==> src/rtl/chan_ctrl_pkg.sv <==
// chan_ctrl_pkg: shared state encoding, FFT size constants and config-word layout for the channelizer sequencer
package chan_ctrl_pkg;
  typedef enum logic [2:0] {S_RUN, S_DRAIN, S_RESET, S_FFTWAIT, S_CONFIG} state_t;
  localparam logic [11:0] FFT_8    = 12'd8;
  localparam logic [11:0] FFT_16   = 12'd16;
  localparam logic [11:0] FFT_32   = 12'd32;
  localparam logic [11:0] FFT_64   = 12'd64;
  localparam logic [11:0] FFT_128  = 12'd128;
  localparam logic [11:0] FFT_256  = 12'd256;
  localparam logic [11:0] FFT_512  = 12'd512;
  localparam logic [11:0] FFT_1024 = 12'd1024;
  localparam logic [11:0] FFT_2048 = 12'd2048;
  localparam logic [11:0] DEF_SIZE = FFT_128;
  localparam logic [4:0]  DEF_NFFT = 5'd7;
  localparam int CFG_NFFT_LSB = 0;
  localparam int CFG_NFFT_W   = 5;
  localparam int CFG_FWD_BIT  = 8;
endpackage

==> src/rtl/chan_size_decode.sv <==
// chan_size_decode: maps a host FFT size to a supported size and its log2; unsupported sizes fall back to 2048
module chan_size_decode
  import chan_ctrl_pkg::*;
(
  input  logic [11:0] fft_size,
  output logic        valid,
  output logic [11:0] decoded_size,
  output logic [4:0]  nfft
);
  always_comb begin
    valid = fft_size inside {FFT_8, FFT_16, FFT_32, FFT_64, FFT_128, FFT_256, FFT_512, FFT_1024, FFT_2048};
    decoded_size = valid ? fft_size : FFT_2048;
    nfft = fft_size == FFT_8    ? 5'd3  :
           fft_size == FFT_16   ? 5'd4  :
           fft_size == FFT_32   ? 5'd5  :
           fft_size == FFT_64   ? 5'd6  :
           fft_size == FFT_128  ? 5'd7  :
           fft_size == FFT_256  ? 5'd8  :
           fft_size == FFT_512  ? 5'd9  :
           fft_size == FFT_1024 ? 5'd10 : 5'd11;
  end
endmodule

==> src/rtl/chan_reconfig_ctrl.sv <==
// chan_reconfig_ctrl: gates input, drains, resets the datapath and configures the FFT core on every size change
module chan_reconfig_ctrl
  import chan_ctrl_pkg::*;
#(
  parameter int RESET_CYCLES  = 16,
  parameter int DRAIN_TIMEOUT = 4096,
  parameter bit FWD_INV       = 1'b1
) (
  input  logic        clk,
  input  logic        aresetn,
  input  logic [11:0] fft_size,
  input  logic        dp_idle,
  output logic        in_gate,
  output logic        dp_reset,
  output logic        fft_aresetn,
  output logic [11:0] fft_size_q,
  output logic        cfg_tvalid,
  output logic [15:0] cfg_tdata,
  input  logic        cfg_tready,
  output logic        busy,
  output logic        cfg_done,
  output logic        size_err
);
  state_t      state, state_n;
  logic [15:0] cnt, cnt_n;
  logic [4:0]  nfft;
  logic        dec_valid, trig, latch;
  logic [11:0] dec_size;
  logic [4:0]  dec_nfft;

  chan_size_decode u_dec (
    .fft_size    (fft_size),
    .valid       (dec_valid),
    .decoded_size(dec_size),
    .nfft        (dec_nfft)
  );

  always_comb begin
    state_n = state;
    cnt_n = cnt;
    trig = state == S_RUN && fft_size != '0 && dec_size != fft_size_q;
    case (state)
      S_RUN: begin
        cnt_n = '0;
        state_n = trig ? S_DRAIN : S_RUN;
      end
      S_DRAIN: begin
        cnt_n = cnt + 16'd1;
        if (dp_idle || cnt == 16'(DRAIN_TIMEOUT - 1)) begin
          state_n = S_RESET;
          cnt_n = 16'(RESET_CYCLES - 1);
        end
      end
      S_RESET: begin
        cnt_n = cnt - 16'd1;
        if (cnt == '0) begin
          state_n = S_FFTWAIT;
          cnt_n = 16'd3;
        end
      end
      S_FFTWAIT: begin
        cnt_n = cnt - 16'd1;
        if (cnt == '0) begin
          state_n = S_CONFIG;
          cnt_n = '0;
        end
      end
      S_CONFIG: state_n = cfg_tready ? S_RUN : S_CONFIG;
      default: state_n = S_RESET;
    endcase
    latch = state == S_DRAIN && state_n == S_RESET;
  end

  // outputs are registered from the next state so they change together with the state flop
  always_ff @(posedge clk or negedge aresetn) begin
    if (!aresetn) begin
      state <= S_RESET;
      cnt <= 16'(RESET_CYCLES - 1);
      fft_size_q <= DEF_SIZE;
      nfft <= DEF_NFFT;
      in_gate <= 1'b0;
      dp_reset <= 1'b1;
      fft_aresetn <= 1'b0;
      cfg_tvalid <= 1'b0;
      busy <= 1'b1;
      cfg_done <= 1'b0;
      size_err <= 1'b0;
    end else begin
      state <= state_n;
      cnt <= cnt_n;
      fft_size_q <= latch ? dec_size : fft_size_q;
      nfft <= latch ? dec_nfft : nfft;
      in_gate <= state_n == S_RUN;
      dp_reset <= state_n == S_RESET || state_n == S_FFTWAIT;
      fft_aresetn <= state_n != S_RESET;
      cfg_tvalid <= state_n == S_CONFIG;
      busy <= state_n != S_RUN;
      cfg_done <= state == S_CONFIG && cfg_tready;
      size_err <= trig && !dec_valid;
    end
  end

  always_comb begin
    cfg_tdata = '0;
    cfg_tdata[CFG_NFFT_LSB +: CFG_NFFT_W] = nfft;
    cfg_tdata[CFG_FWD_BIT] = FWD_INV;
  end
endmodule

==> config.mk <==
export PLATFORM = sky130hd
export DESIGN_NAME = chan_reconfig_ctrl
export DESIGN_NICKNAME = d
export VERILOG_FILES = /design/src/rtl/chan_ctrl_pkg.sv /design/src/rtl/chan_size_decode.sv /design/src/rtl/chan_reconfig_ctrl.sv
export SDC_FILE = /design/constraint.sdc
export NUM_CORES = 1
export LEC_CHECK = 0
export ABC_AREA = 0
export BUFFER_PORTS_ARGS = -buffer_cell sky130_fd_sc_hd__buf_4
export CAP_MARGIN = 25
export CORE_ASPECT_RATIO = 1.2
export CORE_MARGIN = 2
export CORE_UTILIZATION = 30
export DETAILED_ROUTE_END_ITERATION = 7
export GPL_TIMING_DRIVEN = 0
export PLACE_DENSITY_LB_ADDON = 0.12
export SLEW_MARGIN = 20
export SYNTH_ARGS = -nofsm -noshare
export SYNTH_HDL_FRONTEND = slang
export SYNTH_SLANG_ARGS = --single-unit
==> constraint.sdc <==
create_clock -name clk -period 3.3 [get_ports clk]
set_clock_uncertainty 0.1 [all_clocks]
set_input_delay 0.66 -clock clk [delete_from_list [all_inputs] [get_ports clk]]
set_output_delay 0.66 -clock clk [all_outputs]
set_load 0.01 [all_outputs]
==> impl_metrics.py <==
metrics = {
    "outcome": {
        "status": "complete, no violations",
    },
    "setup_path": {
        "rrSetupSlack_ps": 510,
        "endpoint": "state[0]$_DFF_PN0_",
        "r2r_end": "fft_size_q[5]$_DFFE_PN0P_",
        "crit_fanout": 10,
        "setup.worst_path.class": "in -> reg",
        "start_kind": "input port",
        "crit_arrival_ps": 2900,
        "cp-end-kind": "flip-flop",
        "r2r-start": "cnt[1]$_DFFE_PN1P_",
        "crit_start": "fft_size[5]",
        "reg2reg_depth": 9,
        "critical_path_required_ps": 3360,
    },
    "cells_and_area": {
        "antenna_cells": 0,
        "final_net_count": 410,
        "drive_above_1_share": 0.229,
        "final_cell_mix": "nand2_1, buf_4, dfrtp_1, nor2_1, o21ai_0",
        "final_cells": 516,
        "syn_to_final_growth_pct": 20.0,
        "fill_cells": 1028,
    },
    "logic_synthesis": {
        "synthFlopType": "dfrtp_1",
        "ys_types": 73,
        "synth_edf_count": 0,
        "synthTopCellsByArea": "dfrtp_1, dfstp_2, nand2_1",
        "ys_seq_elements": 42,
        "synth_top_area_cell": "dfrtp_1",
        "netlist.area_leader.share": 0.265,
        "syn-instance-count": 343,
        "syn_area_per_cell_um2": 8.53,
        "seq_area_frac_synth": 0.364,
        "yosysWarnings": 0,
        "async_flop_share": 1.00,
        "synthesis.area_um2": 2930,
    },
    "timing": {
        "fin_crit_sh": 0.862,
        "max_freq_mhz": 352,
        "setup_slack_ps": 456,
        "whs_ps": 266,
        "fin_crit_ps": 2840,
        "tns_ps": 0,
        "worst_pin_slew_ps": 787,
        "slew_viol_final": 0,
        "hold_viol_final": 0,
        "rsz0062_at_grt": "no",
        "relSlewSlack": 0.471,
        "setup_violations": 0,
    },
    "route": {
        "dr.pass1.iters": 4,
        "viasPerCell": 5.33,
        "wirelength_um": 8260,
        "wl_per_cell_um": 16.0,
        "vias": 2750,
        "route.antenna.remaining_nets": 0,
        "drt-initial-drc-count": 104,
        "drcViolationCount": 0,
    },
    "floorplan": {
        "dieHeight_um": 112,
        "start_util": 0.307,
        "ios": 51,
        "core_area_um2": 9520,
        "die_area_um2": 10600,
        "die_x_um": 94.1,
        "num_rows": 39,
    },
    "worst_hold_path": {
        "hp-class": "in -> async",
    },
    "place": {
        "dp.cells": 508,
        "gp_congestion": 0.845,
        "hpwl_um": 5980,
        "portBuffers": 32,
        "dp_slack_ps": 121,
    },
    "clocking": {
        "cts_resized": 0,
        "cts_root_buf": "clkbuf_16",
        "insertion_delay_ps": 290,
        "cts-buffers-inserted": 5,
        "cts.sinks": 42,
        "hold_buffers": 0,
        "clockBufferDepth": 2,
        "cts_tree": "yes",
        "post-cts-setup-buffer-count": 0,
        "cts.reportedPaths.clkPinSlew_ps": 70,
        "htreeDepth": 2,
    },
    "global_route": {
        "grt_pass1_vias": 2663,
        "antenna_found_initial": 0,
        "grt_overflow": 0,
        "grt_max_degree": 43,
        "grt_pass1_wl_um": 13500,
        "grt.total_usage": 0.160,
    },
    "power_and_ir_drop": {
        "p_per_area_nw_per_um2": 320,
        "ir_drop_v": 0.000189,
        "power_leakage_nw": 1.49,
    },
    "run": {
        "maxCapViolations": 0,
    },
}
[worst min-delay path by stage]
stage	startpoint	to	cells past startpoint
after detailed placement	nfft[2]$_DFFE_PN1P_	nfft[2]$_DFFE_PN1P_	2
after floorplan	aresetn	cfg_done$_DFF_PN0_	0
after CTS	aresetn	cnt[8]$_DFFE_PN0P_	1
final	aresetn	cfg_done$_DFF_PN0_	1
after global routing	aresetn	cnt[12]$_DFFE_PN0P_	1
after global placement	nfft[2]$_DFFE_PN1P_	nfft[2]$_DFFE_PN1P_	2
[sequential cells by signal (all words and copies together) (netlist names)]
signal	flops
cnt	16
fft_size_q	12
nfft	4
state	3
busy	1
cfg_done	1
cfg_tvalid	1
dp_reset	1
fft_aresetn	1
in_gate	1
size_err	1
[worst max-delay path, cell delays in order]
cell and delay [ps]:
buf_4 110, clkbuf_1 210, nor4_1 740, nand4_1 320, xor2_1 210, nand4_1 100
nor3_1 410, o22ai_1 130
[where the power goes]
part	internal [W]	switching (W)	leakage (nW)	total, W
clock network	0.000289	0.000237	0.0723	0.000526
registers	0.000515	0	0.511	0.000515
logic	0.0000306	0.0000503	0.905	0.0000809
[per-stage QoR]
| stage | power (W) | util | cell area (um2) |
|---|---|---|---|
| after floorplan | 0.000575 | - | 2960 |
| after global placement | 0.000604 | 0.353 | 3360 |
| after detailed placement | 0.000605 | 0.353 | 3360 |
| after CTS | 0.00113 | 0.369 | 3510 |
| after global routing | 0.00116 | 0.369 | 3510 |
| final | 0.00112 | 0.369 | 3510 |
[synthesized netlist by cell type, types with 4 or more instances]
cell      count
a31oi_1       4
nor3_1        7
nand4_1       8
clkbuf_1     15
nor2_1       26
inv_1         8
and2_1        5
nor2b_1       5
dfrtp_1      31
o21ai_1       4
xor2_1        7
o21ai_0      18
and3_1        5
a221oi_1      7
nor4_1        7
nand2_1      44
a21oi_1      16
nand3_1      14
buf_4        12
dfstp_2      11
xnor2_1       4
[per-layer routing]
metal / up-vias / global-route usage / part of all wire
li1: 1345 / - / -
met1: 1335 / 0.209 / 0.45
met2: 62 / 0.265 / 0.49
met3: 8 / 0.0255 / 0.039
met4: 0 / 0.0589 / 0.014
met5: - / 0 / 0
[cells by family after synthesis]
| logic type | Yosys count | synth area share |
|---|---|---|
| AO/OA/AOI/OAI | 91 | 0.222 |
| buffers and inverters | 43 | 0.0851 |
| other | 2 | 0.00257 |
| adder cells (fa/ha/maj) | 2 | 0.00855 |
| multiplexers | 2 | 0.00727 |
| XOR/XNOR | 11 | 0.0329 |
| AND/OR/NAND/NOR | 150 | 0.278 |
| flip-flops | 42 | 0.364 |
[cell type report]
class                   count  area [um2]  share of cell area
repair buffers             32         240              0.0684
multi-input cells         268        1650               0.470
well taps                 123         154              0.0439
flip-flops and latches     42        1060               0.303
clock buffers               5         125              0.0357
clock inverters             3        27.5             0.00784
inverters                   8        30.0             0.00856
plain buffers              35         219              0.0624
(Power assumes the default switching activity.)
